`config.mk`:
```
export PLATFORM = sky130hd
export DESIGN_NAME = rr_arb_mux_nx1
export DESIGN_NICKNAME = d
export VERILOG_FILES = /design/src/rtl/rr_arb_mux_nx1.sv
export SDC_FILE = /design/constraint.sdc
export NUM_CORES = 1
export LEC_CHECK = 0
export CAP_MARGIN = 40
export CORE_AREA = 2 2 131 133
export DETAILED_ROUTE_END_ITERATION = 12
export DIE_AREA = 0 0 133 135
export PLACE_DENSITY = 0.63
export SETUP_SLACK_MARGIN = 0.05
export SYNTH_ARGS = -nofsm -noshare
export SYNTH_HDL_FRONTEND = slang
export SYNTH_SLANG_ARGS = --single-unit
export TNS_END_PERCENT = 1
```
`constraint.sdc`:
```
create_clock -name clk -period 2.6 [get_ports clk]
set_clock_uncertainty 0.05 [all_clocks]
set_input_delay 0.39 -clock clk [delete_from_list [all_inputs] [get_ports clk]]
set_output_delay 0.39 -clock clk [all_outputs]
set_load 0.01 [all_outputs]
```
`src/rtl/rr_arb_mux_nx1.sv`:
```
// rtl/rr_arb_mux_nx1.sv - N-channel round-robin arbitrating mux with valid/ready and registered output
// Optional packet lock: define RR_ARB_MUX_LOCK_EN to add in_last and hold the grant until the last beat.
module rr_arb_mux_nx1 #(
  parameter int N = 4,
  parameter int W = 64
) (
  input  logic                  clk,
  input  logic                  reset,
  input  logic [N-1:0]          in_valid,
  input  logic [N-1:0][W-1:0]   in_data,
`ifdef RR_ARB_MUX_LOCK_EN
  input  logic [N-1:0]          in_last,
`endif
  output logic [N-1:0]          in_ready,
  output logic                  out_valid,
  output logic [W-1:0]          out_data,
  output logic [$clog2(N)-1:0]  out_sel,
  input  logic                  out_ready
);

  localparam int SELW = $clog2(N);

  logic            out_valid_q, out_valid_d;
  logic [W-1:0]    out_data_q,  out_data_d;
  logic [SELW-1:0] out_sel_q,   out_sel_d;
  logic [SELW-1:0] rr_ptr_q,    rr_ptr_d;
`ifdef RR_ARB_MUX_LOCK_EN
  logic            lock_q,      lock_d;
`endif

  logic            can_load;
  logic            grant_any;
  logic [SELW-1:0] grant_idx;
  logic [SELW-1:0] next_ptr;
  logic            xfer;

  // The output stage can take a new beat when empty or being drained this cycle.
  assign can_load = !out_valid_q || out_ready;
  // Reset low blocks every transfer so no producer sees in_ready while the mux is held in reset.
  assign xfer     = reset && can_load && grant_any;
  // Priority after a grant to g is g+1, wrapping by explicit compare so non-power-of-2 N works.
  assign next_ptr = (grant_idx == SELW'(N - 1)) ? '0 : grant_idx + 1'b1;

  // Round-robin search starting at rr_ptr; a one-bit-wider index keeps the modulo sum from overflowing.
  always_comb begin
    logic [SELW:0] idx;
    grant_any = 1'b0;
    grant_idx = '0;
    idx       = '0;
    for (int k = 0; k < N; k++) begin
      idx = {1'b0, rr_ptr_q} + (SELW+1)'(k);
      if (idx >= (SELW+1)'(N)) idx = idx - (SELW+1)'(N);
      if (!grant_any && in_valid[idx[SELW-1:0]]) begin
        grant_any = 1'b1;
        grant_idx = idx[SELW-1:0];
      end
    end
`ifdef RR_ARB_MUX_LOCK_EN
    // Mid-packet, only the owning channel (the last one transferred) may be granted.
    if (lock_q) begin
      grant_any = in_valid[out_sel_q];
      grant_idx = out_sel_q;
    end
`endif
  end

  // One-hot accept to the granted channel only when the beat will actually be taken.
  always_comb begin
    in_ready = '0;
    if (xfer) in_ready[grant_idx] = 1'b1;
  end

  // Output stage and priority pointer next-state; stalled grants leave rr_ptr untouched.
  always_comb begin
    out_valid_d = out_valid_q;
    out_data_d  = out_data_q;
    out_sel_d   = out_sel_q;
    rr_ptr_d    = rr_ptr_q;
`ifdef RR_ARB_MUX_LOCK_EN
    lock_d      = lock_q;
`endif
    if (xfer) begin
      out_valid_d = 1'b1;
      out_data_d  = in_data[grant_idx];
      out_sel_d   = grant_idx;
`ifdef RR_ARB_MUX_LOCK_EN
      lock_d      = !in_last[grant_idx];
      if (in_last[grant_idx]) rr_ptr_d = next_ptr;
`else
      rr_ptr_d    = next_ptr;
`endif
    end else if (out_ready) begin
      out_valid_d = 1'b0;
    end
  end

  // State registers; asynchronous reset discards any held beat immediately.
  always_ff @(posedge clk or negedge reset) begin
    if (!reset) begin
      out_valid_q <= 1'b0;
      out_data_q  <= '0;
      out_sel_q   <= '0;
      rr_ptr_q    <= '0;
`ifdef RR_ARB_MUX_LOCK_EN
      lock_q      <= 1'b0;
`endif
    end else begin
      out_valid_q <= out_valid_d;
      out_data_q  <= out_data_d;
      out_sel_q   <= out_sel_d;
      rr_ptr_q    <= rr_ptr_d;
`ifdef RR_ARB_MUX_LOCK_EN
      lock_q      <= lock_d;
`endif
    end
  end

  assign out_valid = out_valid_q;
  assign out_data  = out_data_q;
  assign out_sel   = out_sel_q;

endmodule
```
After elaboration in Yosys (flattened, before gate mapping)
Index checks and enable logic that the tools add are counted.

storage, ports and cells
  flip-flop bits (word level) = 69
  input port bits = 263
  output and inout port bits = 71
  logic and storage cells = 63

operators by class
  $add $sub $neg = 8
  magnitude comparators = 10
  equality and inequality tests = 1
  mux-type cells = 28
  reductions and logical operators = 12

operators by type and width
  kind                   number
  $bmux W64 S2           1
  $mux W64               1
  $mux W2                9
  $lt A2 B3 Y1 const B   5
  $mux W1                11
  $ge A3 B3 Y1 const B   3
  $bmux W1 S2            4
  $sub A2 B1 Y2 const B  4
  $add A2 B2 Y3 const B  2
  $logic_and A1 B1 Y1    6
  $logic_not A1 Y1       4
  $mux W4                1
  $add A2 B1 Y3 const B  1
  $ge A2 B3 Y1 const B   1
  $add A2 B1 Y2 const B  1
  $demux W1 S2           1
  $eq A2 B2 Y1 const B   1
  $ge A2 B1 Y1 const B   1
  $reduce_bool A2 Y1     1
  $logic_or A1 B1 Y1     1

Logic depth before layout (Yosys ltp)
  word-level depth = 19
  gate-level depth with buffers = 8
  gate-level depth less buffers = 5

Least setup slack after synthesis
Ideal clock, no wire load.

  kind = in2out
  start = input in_valid[3]
  end = output in_ready[0]
  arrival time = 1654 ps
  data required time = 2160 ps
  slack = 506 ps
  stages = 7
  path buffers = 4
  cell sequence = buf_2 > o41ai_2 > nor2b_1 > clkbuf_1 > buf_2 > clkbuf_1 > and2_1

between the ends
  longest elaborated chain between the ends = 17
  elaborated cells between the ends (all ways) = 29
  classes of those cells = 2 x order compare; 19 x mux; 8 x reduce/logical

RTL lines
  what                                                                       RTL line  RTL
  start: declaration                                                         9         input logic [N-1:0] in_valid,
  $bmux W1 S2                                                                53        if (!grant_any && in_valid[idx[SELW-1:0]]) begin
  $mux W1 (implied by the code)                                              53
  $mux W1                                                                    53
  $logic_not A1 Y1                                                           53
  $logic_and A1 B1 Y1                                                        53
  $mux W1                                                                    53
  $logic_not A1 Y1                                                           53
  $logic_and A1 B1 Y1                                                        53
  $mux W1                                                                    53
  $logic_not A1 Y1                                                           53
  $logic_and A1 B1 Y1                                                        53
  $mux W2                                                                    53
  $lt A2 B3 Y1 (implied by the code) / $ge A2 B1 Y1 (equally long branches)  70        if (xfer) in_ready[grant_idx] = 1'b1;
  $logic_and A1 B1 Y1 (implied by the code)                                  70
  $mux W1 (implied by the code)                                              70
  $demux W1 S2                                                               70
  $mux W4 (*)                                                                70
  end: declaration                                                           14        output logic [N-1:0] in_ready,

Every way passes the cells marked *; elsewhere a longest branch is shown, timed or not. The select of a mux whose other input is x is not followed.

Worst setup path in the final report
  start = input in_valid[2]
  end = output in_ready[0]

Same word-level chain as after synthesis.

==> impl_metrics.toml <==
[status]
outcome = "complete, no violations"

[grt]
grt_pass1_wl_um = 33400
grt_pass1_vias = 6061
grt_max_degree = 66
gr-total-overflow = 0
track_usage = 0.241
antenna_found_initial = 0

[floorplan]
core_mm2 = 0.0164
initial_core_util = 0.272
io_pins = 334
dieWidth_um = 133
die_h_um = 135
dieArea_mm2 = 0.0180
rows = 47

[timing]
finalCriticalPeriod_ns = 2.40
whs_ns = 0.0613
hold_violations = 0
worst_slack_ns = 0.201
fin_crit_sh = 0.923
max_freq_mhz = 417
slew_violations = 0
setup_violations = 0
rsz0062_at_grt = "false"
relSlewSlack = 0.463
tightest_slew_ns = 0.805

[clock_network]
cts_root_buffer = "clkbuf_16"
clkSlewWorstSetupHoldPaths_ns = 0.06
cts_num_sinks = 69
htreeDepth = 3
clk_path_buf_depth = 2
insertion_delay_ns = 0.32
cts_tree = "yes"
numCtsBuffers = 9

[placed_design]
io_buffers = 333
detailedPlace.worstSlack_ns = -0.0750
hpwl_um = 15900
place.gp.congestion = 0.881

[route]
initialDrtViolationCount = 362
drt-vias-per-instance = 5.49
wl_um = 21800
vias = 5750
first_pass_iters = 5
wl_per_cell_um = 20.8
drc = 0
ant_nets = 0

[logic_synthesis]
ys_ff_latch = 69
syn_nets = 763
ys_types = 28
ys_warn_count = 0
synthAdderAreaFrac = 0
synth_top_area_frac = 0.387
synth-compound-area-share = 0.449
netlist_instances = 500
synth_largest_area_cell = "dfrtp_1"
synth_area_leaders = "dfrtp_1, a221o_1, o22a_1, o21ai_0, a21oi_1"
yosys.area_share.simple = 0.100
synth_top_family_by_area = "compound AO/OA/AOI/OAI gates"
syn_area_mm2 = 0.00446
synth_xor_area_frac = 0
ys_seq_area_frac = 0.387
muxShareOfSynthArea = 0
avgSynthCellArea_um2 = 8.92

[finish]
final_util = 0.520
drive_above_1_share = 0.0883
num_antenna_cells = 0
area_growth_pct = 91.5
nNetsFinal = 1086

[power]
irDropWorstVdd_uv = 369
p_per_area_mw_per_mm2 = 629
leakagePower_nw = 3.28

[setup_path]
crit_end = "in_ready[0]"
crit_chain = "clkdlybuf4s50_1 -> and2b_1 -> buf_4 -> o22a_1 -> o22ai_4 -> and2_1 -> dlygate4sd2_1"
reg2reg_slack_ns = 0.36
worstSetupEndpointType = "primary output"
crit_arrival_ns = 1.96
start_kind = "input port"
r2r-start = "rr_ptr_q[1]"
crit_fanout = 3
path_class = "in2out"
cp_top_family = "buffers and inverters"
slowest_delay_ns = 0.45
worstRegToRegCells = 6
crit_start = "in_valid[2]"
critPathBufInv = 3
worstPathRequired_ns = 2.16
slowest_stage = "clkdlybuf4s50_1"
r2r-end = "out_data[39]"
path_depth = 7

[run]
maxCapViolations = 0

[hold_path]
hp-class = "in2async"
==> per-stage QoR <==
step | setup TNS (ns) | cell area, um2 | total power (W) | cells
floorplan | 0 | 4460 | 0.00271 | 500
global placement | -0.266 | 8250 | 0.00418 | 1032
detailed placement | -0.604 | 8250 | 0.00423 | 1032
CTS | 0 | 8540 | 0.00543 | 1047
global route | 0 | 8540 | 0.00571 | 1047
finish | 0 | 8540 | 0.00537 | 1047
==> cells in the final DEF, fill, tap and decap left out, types with 2 or more instances in the layout <==
| master | count |
|---|---|
| nor2b_1 | 2 |
| o21ai_0 | 67 |
| clkdlybuf4s50_1 | 326 |
| clkbuf_1 | 2 |
| o22a_1 | 65 |
| nand2b_1 | 2 |
| dlygate4sd2_1 | 5 |
| a211oi_4 | 2 |
| and2b_1 | 2 |
| inv_1 | 2 |
| a221o_1 | 64 |
| nand3_1 | 64 |
| and2_1 | 2 |
| buf_12 | 5 |
| a21oi_1 | 66 |
| clkbuf_16 | 9 |
| clkbuf_8 | 3 |
| nor3_1 | 2 |
| nand2_1 | 10 |
| dfrtp_1 | 68 |
| buf_4 | 40 |
==> Yosys cell counts, drive strengths merged <==
cell type,count
o22a,65
and2,2
o21a,1
o31a,1
o221a,1
nand2,10
a21oi,67
o21ai,68
a21o,1
clkbuf,40
nor3,2
nor2b,4
nor2,2
o41ai,1
o221ai,1
nand2b,3
buf,25
dfrtp,69
a221o,64
nand3,64
a211oi,2
a211o,1
o211a,1
inv,2
and2b,2
o22ai,1
==> layer usage <==
layer	GRT usage	wire [um]
met1	0.275	8240
met2	0.427	11000
met3	0.0597	1780
met4	0.110	770
met5	0	0
==> where the power goes <==
group / switching, W / internal [W] / total (W)
combinational: 0.00122 / 0.00144 / 0.00266
clock: 0.000447 / 0.000718 / 0.00116
sequential: 0.000184 / 0.00136 / 0.00155
==> flip-flops by register name (all words and copies together) (netlist names) <==
| register | count |
|---|---|
| out_data | 64 |
| rr_ptr_q | 2 |
| out_sel | 2 |
| out_valid | 1 |
==> kinds of logic after synthesis <==
kind of cell / count (synthesis)
AOI/OAI and AO/OA: 275
buffers and inverters: 67
DFF: 69
and+or+nand+nor: 89
==> worst min-delay path by stage <==
stage	endpoint	startpoint	slack (ns)
after floorplan	out_data[0]	reset	0.04
after detailed placement	out_valid	reset	0.42
final	out_data[43]	reset	0.06
after global routing	out_valid	reset	0.09
after global placement	out_data[40]	reset	0.41
after CTS	out_valid	reset	0.07
==> repair_timing <==
| item | in CTS | in global routing |
|---|---|---|
| hold buffers | 0 | 0 |
| setup buffers | 0 | 0 |
| hold endpoints to repair | 0 | 0 |
| pin swaps | 1 | 0 |
| endpoints found under the setup margin | 4 | 1 |
| resized for setup | 10 | 1 |
==> layout make-up <==
cell class | count | area (um2)
Fill cell | 1437 | 7870
Multi-Input combinational cell | 364 | 2530
Inverter | 2 | 7.51
Tap cell | 220 | 275
Clock inverter | 1 | 5.00
Clock buffer | 14 | 274
Timing Repair Buffer | 377 | 3720
Sequential cell | 69 | 1730
Note: power is estimated with default switching activity, not from simulation.
